**src/rtl/serial_link_pkg.sv**
```systemverilog
// Shared types and default timing constants for the serial link controller.
package serial_link_pkg;

    localparam int DEF_CLK_DIV      = 16;
    localparam int DEF_FRAME_BITS   = 10;
    localparam int DEF_GUARD_CYCLES = 8;

    typedef enum logic [2:0] {
        IDLE      = 3'd0,
        RX_START  = 3'd1,
        RX_ACTIVE = 3'd2,
        TX_LOAD   = 3'd3,
        TX_ACTIVE = 3'd4,
        GUARD     = 3'd5
    } state_e;

    function automatic int max3(input int a, input int b, input int c);
        int m;
        m = (a > b) ? a : b;
        return (m > c) ? m : c;
    endfunction

endpackage

```
**src/rtl/baud_tick_gen.sv**
```systemverilog
// Bit-period divider: tick is high for one cycle every DIV cycles, counting from clear.
module baud_tick_gen #(
    parameter int DIV = 16
) (
    input  logic clk,
    input  logic rst,
    input  logic clear,
    output logic tick
);

    localparam int CW = (DIV > 2) ? $clog2(DIV) : 1;
    localparam logic [CW-1:0] LAST = CW'(DIV - 1);
    localparam logic [CW-1:0] ONE  = CW'(1);

    logic [CW-1:0] cnt_q, cnt_d;

    always_comb begin
        if (clear || cnt_q == LAST) begin
            cnt_d = '0;
        end else begin
            cnt_d = cnt_q + ONE;
        end
    end

    assign tick = (cnt_q == LAST);

    // NOTE: state flops use non-blocking assignments so every flop samples pre-edge values.
    always_ff @(posedge clk or posedge rst) begin
        if (rst) begin
            cnt_q <= '0;
        end else begin
            cnt_q <= cnt_d;
        end
    end

endmodule

```
**src/rtl/serial_link_ctrl.sv**
```systemverilog
// Half-duplex serial link controller: start-bit qualification, RX/TX bit strobes, guard gap.
// Optional stop-bit checking is enabled by defining FRAME_ERR_EN.
module serial_link_ctrl
    import serial_link_pkg::*;
#(
    parameter int CLK_DIV      = DEF_CLK_DIV,
    parameter int FRAME_BITS   = DEF_FRAME_BITS,
    parameter int GUARD_CYCLES = DEF_GUARD_CYCLES
) (
    input  logic clk,
    input  logic rst,
    input  logic rx_line,
    input  logic tx_req,
    output logic sr_clk,
    output logic rec_en,
    output logic trans_en,
    output logic tx_load,
    output logic tx_ack,
    output logic char_rec,
    output logic tx_done,
    output logic frame_err,
    output logic busy
);

    localparam int HALF    = CLK_DIV / 2;
    localparam int CNT_MAX = max3(FRAME_BITS, GUARD_CYCLES, HALF);
    localparam int CNT_W   = $clog2(CNT_MAX + 1);
    localparam logic [CNT_W-1:0] CNT_ONE = CNT_W'(1);
    localparam logic [CNT_W-1:0] RX_LAST = CNT_W'(FRAME_BITS - 1);
    localparam logic [CNT_W-1:0] TX_LAST = CNT_W'(FRAME_BITS);

    state_e           state_q, state_d;
    logic [CNT_W-1:0] bit_cnt_q, bit_cnt_d;
    logic             sr_clk_q, sr_clk_d;
    logic             rec_en_q, rec_en_d;
    logic             trans_en_q, trans_en_d;
    logic             tx_load_q, tx_load_d;
    logic             tx_ack_q, tx_ack_d;
    logic             char_rec_q, char_rec_d;
    logic             tx_done_q, tx_done_d;
    logic             busy_q, busy_d;
`ifdef FRAME_ERR_EN
    logic             frame_err_q, frame_err_d;
`endif

    logic tick;
    logic div_clear;

    baud_tick_gen #(
        .DIV(CLK_DIV)
    ) u_baud (
        .clk  (clk),
        .rst  (rst),
        .clear(div_clear),
        .tick (tick)
    );

    // NOTE: every always_comb output gets a default first so no latch can be inferred.
    always_comb begin
        state_d    = state_q;
        bit_cnt_d  = bit_cnt_q;
        sr_clk_d   = 1'b0;
        char_rec_d = 1'b0;
        tx_done_d  = 1'b0;
`ifdef FRAME_ERR_EN
        frame_err_d = 1'b0;
`endif
        case (state_q)
            IDLE: begin
                if (!rx_line) begin
                    state_d = RX_START;
                end else if (tx_req) begin
                    state_d = TX_LOAD;
                end
            end
            RX_START: begin
                if (int'(bit_cnt_q) + 1 >= HALF) begin
                    state_d = rx_line ? IDLE : RX_ACTIVE;
                end else begin
                    bit_cnt_d = bit_cnt_q + CNT_ONE;
                end
            end
            RX_ACTIVE: begin
                // After the last strobe: report in the strobe's following cycle, then leave.
                if (bit_cnt_q == RX_LAST) begin
                    if (sr_clk_q) begin
`ifdef FRAME_ERR_EN
                        frame_err_d = !rx_line;
                        char_rec_d  = rx_line;
`else
                        char_rec_d  = 1'b1;
`endif
                    end else begin
                        state_d = GUARD;
                    end
                end else if (tick) begin
                    sr_clk_d  = 1'b1;
                    bit_cnt_d = bit_cnt_q + CNT_ONE;
                end
            end
            TX_LOAD: begin
                state_d = TX_ACTIVE;
            end
            TX_ACTIVE: begin
                if (bit_cnt_q == TX_LAST) begin
                    if (sr_clk_q) begin
                        tx_done_d = 1'b1;
                    end else begin
                        state_d = GUARD;
                    end
                end else if (tick) begin
                    sr_clk_d  = 1'b1;
                    bit_cnt_d = bit_cnt_q + CNT_ONE;
                end
            end
            GUARD: begin
                if (int'(bit_cnt_q) + 1 >= GUARD_CYCLES) begin
                    state_d = IDLE;
                end else begin
                    bit_cnt_d = bit_cnt_q + CNT_ONE;
                end
            end
            default: begin
                state_d = IDLE;
            end
        endcase

        div_clear = (state_d != state_q);
        if (div_clear) begin
            bit_cnt_d = '0;
        end

        rec_en_d   = (state_d == RX_ACTIVE);
        trans_en_d = (state_d == TX_ACTIVE);
        tx_load_d  = (state_d == TX_LOAD);
        tx_ack_d   = (state_d == TX_LOAD);
        busy_d     = (state_d != IDLE);
    end

    always_ff @(posedge clk or posedge rst) begin
        if (rst) begin
            state_q    <= IDLE;
            bit_cnt_q  <= '0;
            sr_clk_q   <= 1'b0;
            rec_en_q   <= 1'b0;
            trans_en_q <= 1'b0;
            tx_load_q  <= 1'b0;
            tx_ack_q   <= 1'b0;
            char_rec_q <= 1'b0;
            tx_done_q  <= 1'b0;
            busy_q     <= 1'b0;
`ifdef FRAME_ERR_EN
            frame_err_q <= 1'b0;
`endif
        end else begin
            state_q    <= state_d;
            bit_cnt_q  <= bit_cnt_d;
            sr_clk_q   <= sr_clk_d;
            rec_en_q   <= rec_en_d;
            trans_en_q <= trans_en_d;
            tx_load_q  <= tx_load_d;
            tx_ack_q   <= tx_ack_d;
            char_rec_q <= char_rec_d;
            tx_done_q  <= tx_done_d;
            busy_q     <= busy_d;
`ifdef FRAME_ERR_EN
            frame_err_q <= frame_err_d;
`endif
        end
    end

    assign sr_clk   = sr_clk_q;
    assign rec_en   = rec_en_q;
    assign trans_en = trans_en_q;
    assign tx_load  = tx_load_q;
    assign tx_ack   = tx_ack_q;
    assign char_rec = char_rec_q;
    assign tx_done  = tx_done_q;
    assign busy     = busy_q;
`ifdef FRAME_ERR_EN
    assign frame_err = frame_err_q;
`else
    assign frame_err = 1'b0;
`endif

endmodule

```
**config.mk**
```make
export PLATFORM = sky130hd
export DESIGN_NAME = serial_link_ctrl
export DESIGN_NICKNAME = d
export VERILOG_FILES = /design/src/rtl/serial_link_pkg.sv /design/src/rtl/baud_tick_gen.sv /design/src/rtl/serial_link_ctrl.sv
export SDC_FILE = /design/constraint.sdc
export NUM_CORES = 1
export LEC_CHECK = 0
export BUFFER_PORTS_ARGS = -buffer_cell sky130_fd_sc_hd__buf_2
export CAP_MARGIN = 10
export CORE_MARGIN = 2
export CORE_UTILIZATION = 52
export CTS_CLUSTER_SIZE = 40
export DETAILED_ROUTE_END_ITERATION = 8
export PLACE_DENSITY = 0.8
export SETUP_SLACK_MARGIN = 0.2
export SLEW_MARGIN = 5
export SYNTH_ARGS = -nofsm -noshare
export SYNTH_HDL_FRONTEND = slang
export SYNTH_HIERARCHICAL = 1
export SYNTH_SLANG_ARGS = --single-unit
```
**constraint.sdc**
```tcl
create_clock -name clk -period 2.2 [get_ports clk]
set_input_delay 0.11 -clock clk [delete_from_list [all_inputs] [get_ports clk]]
set_output_delay 0.11 -clock clk [all_outputs]
set_load 0.01 [all_outputs]
```
==> flow_summary.yaml, run 1 <==
outcome:
  status: "finished, final reports clean"
place:
  io_buffers: 11
  hpwl_um: 1425
  routabilityCongestion: 0.9138
yosys:
  synth_nets: 112
  yosys_warnings: 6
  postSynth.asyncResetShare_pct: 100.0
  yosys.area.top_type_share_pct: 44.06
  postSynthAreaPerCell_sq_um: 9.829
  synth_edf_count: 0
  synth_flop_cell: "dfrtp_1"
  synth_seq_cells: 18
  syn_area_sq_um: 1022
  synthCells: 104
  ys_types: 40
  ys_seq_area_share_pct: 44.06
  synth_top_cells_by_count: "dfrtp_1 (18), o21ai_0 (8), nor2_1 (7)"
  synth.area.top_cells: "dfrtp_1 (44%), ha_1 (4.9%), o21ai_0 (3.9%)"
  synth_area_leader_cell: "dfrtp_1"
  synth_most_common_cell: "dfrtp_1"
hold_path:
  hold_class: "primary input to register"
  hold_depth: 3
  hold_start: "tx_req"
  min_to: "tx_ack"
worst_setup_path:
  cp-start-kind: "register"
  crit-reg2reg-launch: "bit_cnt_q[1]"
  critical_path_class: "register to register"
  rr_endpoint: "u_baud/cnt_q[3]"
  crit_path_end_kind: "register"
  rr_worst_depth: 7
  rrSetupSlack_ps: 220
  crit_fanout: 5
  worstPathRequired_ps: 2410
  cp.arrival_ps: 2190
floorplanning:
  num_rows: 16
  dieArea_sq_um: 2336
  die_h_um: 48.34
  num_io_pins: 13
  start_util_pct: 53.75
  die_w_um: 48.34
  core-area_sq_um: 1902
clock_tree:
  cts_buffers: 3
  cts_tree: "yes"
  cts.sink_count: 18
  clkLatencyLatePin_ps: 310
  cts_buffer_depth: 2
  path_clk_slew_ps: 100
  htreeDepth: 1
  cts_root_buf: "clkbuf_4"
sta:
  hold_ws_ps: 142.0
  final_hold_viol_count: 0
  post-route-period-util_pct: 89.97
  max_slew.worst_pin.slew_ps: 536.8
  slew-limit-headroom_pct: 64.18
  fin_setup_tns_ps: 0
  slew_viol_final: 0
  rsz0062_at_grt: "yes"
  fmax_mhz: 505.2
  setup_violations: 0
  clock_skew_ps: 2.952
  layout_min_cycle_time_ps: 1979
global_routing:
  gr-usage-met3_pct: 2.469
  track_usage_pct: 20.67
  grt-ovfl-total: 0
  grtUsageMet1_pct: 27.03
  grt_pass1_wl_um: 3739
  grt_max_degree: 15
  antenna_found_initial: 0
  use_met2_pct: 33.33
  busiest_layer: "met2"
  grt_pass1_vias: 848
detailed_routing:
  wl_um: 2290
  drc: 0
  drtIter0Drc: 20
  via_per_inst: 5.828
  firstDrtPassIters: 4
  ant_nets: 0
  wire_per_inst_um: 15.17
  vias: 880
power:
  power_density_nw_per_um2: 1279
  vdd_drop_max_mv: 0.7687
  power_leakage_uw: 0.0005862
finish:
  final_nets: 133
  antennaDiodeCount: 0
  layout-drive-gt1-share_pct: 31.45
  syn2layout_area_growth_pct: 21.79
job:
  cap_violations: 0
[worst max-delay path by stage]
stage            startpoint         endpoint
3_5_place_dp   bit_cnt_q[1]  u_baud/cnt_q[3]
4_1_cts        bit_cnt_q[0]  u_baud/cnt_q[3]
5_1_grt        bit_cnt_q[1]  u_baud/cnt_q[1]
6_report       bit_cnt_q[1]  u_baud/cnt_q[3]
3_3_place_gp   bit_cnt_q[1]  u_baud/cnt_q[3]
2_1_floorplan  bit_cnt_q[1]  u_baud/cnt_q[3]
[through the flow]
| step | setup slack, ps | std cells | power (uW) | area [sq um] | utilization, % |
|---|---|---|---|---|---|
| after global placement | 186.8 | 137 | 1066 | 1072 | 56.38 |
| final | 220.6 | 151 | 1592 | 1245 | 65.46 |
| after CTS | 225.4 | 147 | 1394 | 1160 | 60.99 |
| after global routing | 153.7 | 151 | 1715 | 1245 | 65.46 |
| after detailed placement | 116.2 | 137 | 1081 | 1072 | 56.38 |
| after floorplan | 355.2 | 104 | 978.5 | 1022 | - |
[where the power goes]
group / switching [uW] / total, uW / leakage [uW] / internal, uW
Clock: 109 / 210 / 0.0000210 / 101
Sequential: 122 / 541 / 0.000238 / 419
Combinational: 416 / 841 / 0.000327 / 425
[sequential cells by signal (all words and copies together) (netlist names)]
register,count
state_q,3
bit_cnt_q,4
trans_en,1
sr_clk,1
char_rec,1
rec_en,1
busy,1
tx_done,1
tx_ack,1
u_baud/cnt_q,4
[area by class of cell]
class	instances	area [sq um]
clock buffer	4	36.28
fill	149	656.9
inverter	5	18.77
multi-input combinational	77	573.1
sequential	18	450.4
tap	27	33.78
timing repair buffer	20	132.6
[worst max-delay path, stage by stage, from the launching register on]
cell and delay (ps):
dfrtp_1 400, inv_1 60, ha_2 180, and4bb_2 250, nor2b_4 190, a221oi_4 100
a221o_2 490, a311oi_2 220
[layout by cell type (no fill, tap or decap), types with 2 or more instances in the layout]
cell type and count:
ha_1 3, nand2_1 5, buf_4 6, xnor2_1 2, nand4_1 2, buf_2 11, a21oi_2 2, buf_6 2
or3_1 2, nor3_1 2, dfrtp_1 18, a21oi_1 3, and3_1 3, nand3_1 2, a21o_1 2, or2_2 2
nor2b_1 6, nand2b_1 3, a31oi_1 2, clkbuf_4 3, inv_1 5, o21ai_0 8, nor2_1 6
[metal layers]
metal  wire (um)  vias to the layer above
li1            -                      414
met1         982                      428
met2        1123                       29
met3         101                        9
met4          82                        0
met5           0                        -
[logic make-up (layout without fill, tap and decap cells)]
group	Yosys count	count (layout)	share of synthesized area, %
xor gates and xnor gates	3	3	3.306
DFF	18	18	44.06
muxes	1	1	1.102
AOI/OAI and AO/OA	25	26	16.28
buffers and inverters	10	29	5.630
other	1	1	0.3668
adders and majority gates	4	4	4.896
and+or+nand+nor	42	42	24.36
[repair_timing]
item | 4_1_cts | 5_1_grt
pin swaps | 1 | 5
endpoints found under the hold margin | 18 | 0
setup buffers | 4 | 4
gates cloned | 1 | 0
endpoints found under the setup margin | 4 | 10
gates resized for setup | 1 | 12
hold buffers | 1 | 0
No activity file was read; power rests on OpenSTA's default activity.
==> inputs of run 2 (changes only) <==
==> constraint.sdc (replaced) <==
create_clock -name clk -period 2.2 [get_ports clk]
set_input_delay 0.44 -clock clk [delete_from_list [all_inputs] [get_ports clk]]
set_output_delay 0.44 -clock clk [all_outputs]
set_load 0.01 [all_outputs]
==> flow_summary.yaml, run 2 (same netlist as run 1, synthesis figures left out) <==
worst_setup_path:
  cp-start-kind: "register"
  worstPathRequired_ps: 2410
  cp.arrival_ps: 2210
  crit-reg2reg-launch: "bit_cnt_q[1]"
  rr_worst_depth: 7
  crit_path_end_kind: "register"
  critical_path_class: "register to register"
  crit_fanout: 5
  rrSetupSlack_ps: 210
  rr_endpoint: "u_baud/cnt_q[3]"
  cpPeakStageDelay_ps: 490
  crit_end: "u_baud/cnt_q[3]"
  path_cells: "inv_1 -> ha_2 -> and4bb_2 -> nor2b_4 -> a221oi_4 -> a221o_2 -> a311oi_2"
  crit_slowest_cell: "a221o_2"
  crit_start: "bit_cnt_q[1]"
global_routing:
  grt-ovfl-total: 0
  grt_pass1_wl_um: 3739
  grt_pass1_vias: 841
  use_met2_pct: 33.33
  busiest_layer: "met2"
  antenna_found_initial: 0
  track_usage_pct: 20.67
  grt_max_degree: 15
  grtUsageMet1_pct: 27.03
  gr-usage-met3_pct: 2.469
detailed_routing:
  drtIter0Drc: 20
  wl_um: 2281
  firstDrtPassIters: 4
  wire_per_inst_um: 15.21
  vias: 877
  ant_nets: 0
  drc: 0
  via_per_inst: 5.847
clock_tree:
  htreeDepth: 1
  cts.sink_count: 18
  clkLatencyLatePin_ps: 300
  cts_root_buf: "clkbuf_4"
  hold_buffers: 0
  path_clk_slew_ps: 110
  cts_buffers: 3
  cts_tree: "yes"
  cts_buffer_depth: 2
place:
  hpwl_um: 1425
  dp_cells: 137
  routabilityCongestion: 0.9138
  io_buffers: 11
  place_area_sq_um: 1072
sta:
  fin_setup_tns_ps: 0
  slew-limit-headroom_pct: 63.13
  clock_skew_ps: 5.441
  setup_violations: 0
  post-route-period-util_pct: 90.61
  slew_viol_final: 0
  fmax_mhz: 501.6
  rsz0062_at_grt: "yes"
  final_hold_viol_count: 0
  layout_min_cycle_time_ps: 1993
  max_slew.worst_pin.slew_ps: 552.5
floorplanning:
  start_util_pct: 53.75
  core-area_sq_um: 1902
  die_h_um: 48.34
  num_io_pins: 13
  die_w_um: 48.34
  dieArea_sq_um: 2336
  num_rows: 16
finish:
  fillers: 154
  final_nets: 132
  fin_area_sq_um: 1235
  fin_cells: 150
  syn2layout_area_growth_pct: 20.81
  layout_commonest_cell: "dfrtp_1"
  largestRegisters: "bit_cnt_q x4, u_baud/cnt_q x4, state_q x3"
  layout-drive-gt1-share_pct: 31.71
  final_cell_mix: "dfrtp_1 (18), buf_2 (11), o21ai_0 (8)"
  antennaDiodeCount: 0
hold_path:
  hold_class: "primary input to asynchronous set/reset pin"
power:
  vdd_drop_max_mv: 0.7680
  power_leakage_uw: 0.0005821
  power_density_nw_per_um2: 1288
job:
  cap_violations: 0
outcome:
  status: "finished, final reports clean"
-- run 2: cell types whose count changed in the layout (fill, tap and decap cells not counted), sizes merged --
cell | previous run | this run
dlygate4sd3 | 1 | 0
-- run 2: report_power, final --
part	internal, uW	switching [uW]
combinational	424	415
sequential	419	121
clock	101	109
-- run 2: critical path: cells and delay by family (launching register included) --
kind,cells,cell delay [ps]
buf+inv,1,60
flops,1,410
compound gates,3,800
simple gates,2,430
fa+ha+maj,1,190
-- run 2: area by class of cell --
cell class                 instances  area [sq um]  area share [%]
multi-input combinational         77         573.1           46.40
sequential                        18         450.4           36.47
timing repair buffer              19         122.6           9.929
clock buffer                       4         36.28           2.938
tap                               27         33.78           2.736
inverter                           5         18.77           1.520
-- run 2: worst min-delay path by stage --
stage / start / end / slack [ps] / cells past startpoint
finish: rst / u_baud/cnt_q[2] / 6 / 2
CTS: rst / u_baud/cnt_q[2] / 3 / 2
global route: rst / u_baud/cnt_q[0] / 10 / 2
floorplan: rst / u_baud/cnt_q[0] / 210 / 1
detailed placement: rst / u_baud/cnt_q[3] / 330 / 2
global placement: rst / u_baud/cnt_q[3] / 330 / 2
-- run 2: per-stage QoR --
step                hold WS, ps  setup slack [ps]  util [%]  total power, uW
floorplan                 206.1             355.2         -            978.5
global placement          331.4             186.8     56.38             1066
detailed placement        332.7             116.2     56.38             1081
CTS                       3.020             225.4     60.46             1392
global route              10.98             144.8     64.93             1715
finish                    6.360             206.6     64.93             1590
-- run 2: repair_timing --
| item | 4_1_cts | 5_1_grt |
|---|---|---|
| resized for setup | 1 | 12 |
| setup endpoints to repair | 4 | 10 |
| buffers inserted | 4 | 4 |
| pin swaps | 1 | 5 |
| cloned | 1 | 0 |
-- run 2: per-layer routing --
layer	share of wire (%)	wire length (um)	vias to the layer above
met3	3.7	84	7
met4	3.0	69	0
met5	0	0	-
li1	-	-	412
met2	50	1132	25
met1	44	995	433
==> inputs of run 3 (changes only) <==
--- a/config.mk
+++ b/config.mk
@@ -7,11 +7,12 @@
 export LEC_CHECK = 0
 export BUFFER_PORTS_ARGS = -buffer_cell sky130_fd_sc_hd__buf_2
 export CAP_MARGIN = 10
+export CORE_ASPECT_RATIO = 0.6
 export CORE_MARGIN = 2
-export CORE_UTILIZATION = 52
+export CORE_UTILIZATION = 30
 export CTS_CLUSTER_SIZE = 40
 export DETAILED_ROUTE_END_ITERATION = 8
-export PLACE_DENSITY = 0.8
+export PLACE_DENSITY = 0.54
 export SETUP_SLACK_MARGIN = 0.2
 export SLEW_MARGIN = 5
 export SYNTH_ARGS = -nofsm -noshare
==> flow_summary.yaml, run 3 (same netlist as run 1, synthesis figures left out) <==
outcome:
  status: "finished, final reports clean"
sta:
  fin_setup_tns_ps: 0
  setup_violations: 0
  slew-limit-headroom_pct: 61.75
  final_hold_viol_count: 0
  clock_skew_ps: 0.9016
  max_slew.worst_pin.slew_ps: 573.1
  layout_min_cycle_time_ps: 1921
  slew_viol_final: 0
  setup_slack_ps: 278.6
  hold_ws_ps: 61.89
  rsz0062_at_grt: "yes"
  post-route-period-util_pct: 87.34
  fmax_mhz: 520.5
global_routing:
  grt_pass1_wl_um: 3519
  grt_max_degree: 15
  antenna_found_initial: 0
  track_usage_pct: 11.79
  grt_pass1_vias: 714
  grt-ovfl-total: 0
detailed_routing:
  vias: 834
  drtIter0Drc: 38
  firstDrtPassIters: 4
  drc: 0
  wire_per_inst_um: 13.52
  via_per_inst: 5.148
  wl_um: 2191
  ant_nets: 0
power:
  seq_power_share_pct: 37.1
  swShare_pct: 39.79
  power_density_nw_per_um2: 1217
  p_sw_uw: 593.7
  power_frac_comb_pct: 44.8
  vdd_drop_max_mv: 0.5181
  internal-power_uw: 898.3
  power.share.clock_pct: 18.1
  power_leakage_uw: 0.0005556
finish:
  fin_util_pct: 37.58
  layout_commonest_cell: "dfrtp_1"
  final_nets: 126
  final_cell_mix: "dfrtp_1 (17), buf_2 (11), o21ai_0 (8)"
  syn2layout_area_growth_pct: 19.95
  largestRegisters: "bit_cnt_q x4, u_baud/cnt_q x4, state_q x3"
  antennaDiodeCount: 0
  layout-drive-gt1-share_pct: 29.91
  fillers: 326
floorplanning:
  num_io_pins: 13
  core-area_sq_um: 3263
  dieArea_sq_um: 3906
  num_rows: 16
  start_util_pct: 31.33
  die_w_um: 79.36
  die_h_um: 49.22
clock_tree:
  hold_buffers: 0
  htreeDepth: 1
  cts_buffer_depth: 2
  cts_tree: "yes"
  clkLatencyLatePin_ps: 250
  cts_buffers: 3
  path_clk_slew_ps: 70
  cts_root_buf: "clkbuf_8"
  cts.sink_count: 18
worst_setup_path:
  cp-start-kind: "register"
  path_cells: "ha_2 -> nor4bb_2 -> a22o_1 -> o211ai_2 -> or3b_1 -> a21oi_1"
  crit_family: "simple AND/OR/NAND/NOR gates"
  crit_slowest_cell: "dfrtp_2"
  crit_fanout: 6
  worstPathRequired_ps: 2380
  crit_path_end_kind: "register"
  cpPeakStageDelay_ps: 460
  crit_buf_inv: 0
  critical_path_class: "register to register"
  cp.arrival_ps: 2100
place:
  dp_slack_ps: 105.6
  hpwl_um: 1516
  io_buffers: 11
  routabilityCongestion: 0.8552
job:
  cap_violations: 0
hold_path:
  hold_class: "primary input to asynchronous set/reset pin"
run 3: cell types whose count changed in the layout (fill, tap and decap cells not counted), sizes merged:
cell	before	now
buf	19	13
run 3: power by group through the flow:
stage                     logic, uW  clock network, uW  registers (uW)
after floorplan                 486                  0             492
after global placement          545                  0             547
after detailed placement        531                  0             548
after CTS                       560                277             536
after global routing            734                296             569
final                           669                270             553
run 3: area by class of cell:
class / count / area (sq um) / share of cell area (%)
clock buffer: 4 / 55.05 / 4.490
multi-input combinational: 77 / 574.3 / 46.84
inverter: 5 / 18.77 / 1.531
timing repair buffer: 13 / 70.07 / 5.714
sequential: 18 / 451.7 / 36.84
tap: 45 / 56.30 / 4.592
run 3: what timing repair did:
item,in CTS,in global routing
resized for setup,1,12
pin swaps,1,4
buffers inserted,1,1
gates cloned,0,1
endpoints found under the setup margin,3,10
run 3: metal layers:
layer | GRT usage [%] | vias up | routed length (um)
met5 | 0 | - | 0
met4 | 4.310 | 0 | 25
met3 | 4.259 | 4 | 141
li1 | - | 400 | -
met1 | 18.28 | 402 | 1135
met2 | 14.41 | 28 | 889
run 3: path summary, 6_finish.rpt:
check / from / depth (start not counted) / end / slack [ps]
worst min-delay path: rst / 2 / u_baud/cnt_q[2] / 60
worst max-delay path: bit_cnt_q[0] / 6 / bit_cnt_q[2] / 280
min in group clk: tx_req / 3 / tx_ack / 500
worst min register to register: u_baud/cnt_q[0] / 1 / u_baud/cnt_q[0] / 500
max in group asynchronous: rst / 2 / bit_cnt_q[0] / 1550
worst max register to register: bit_cnt_q[0] / 6 / bit_cnt_q[2] / 280
run 3: metrics by stage:
stage               total power, uW  instance area [sq um]  instances
floorplan                     978.5                   1022        104
finish                         1492                   1226        162
CTS                            1373                   1159        160
detailed placement             1080                   1095        155
global route                   1600                   1226        162
global placement               1092                   1095        155
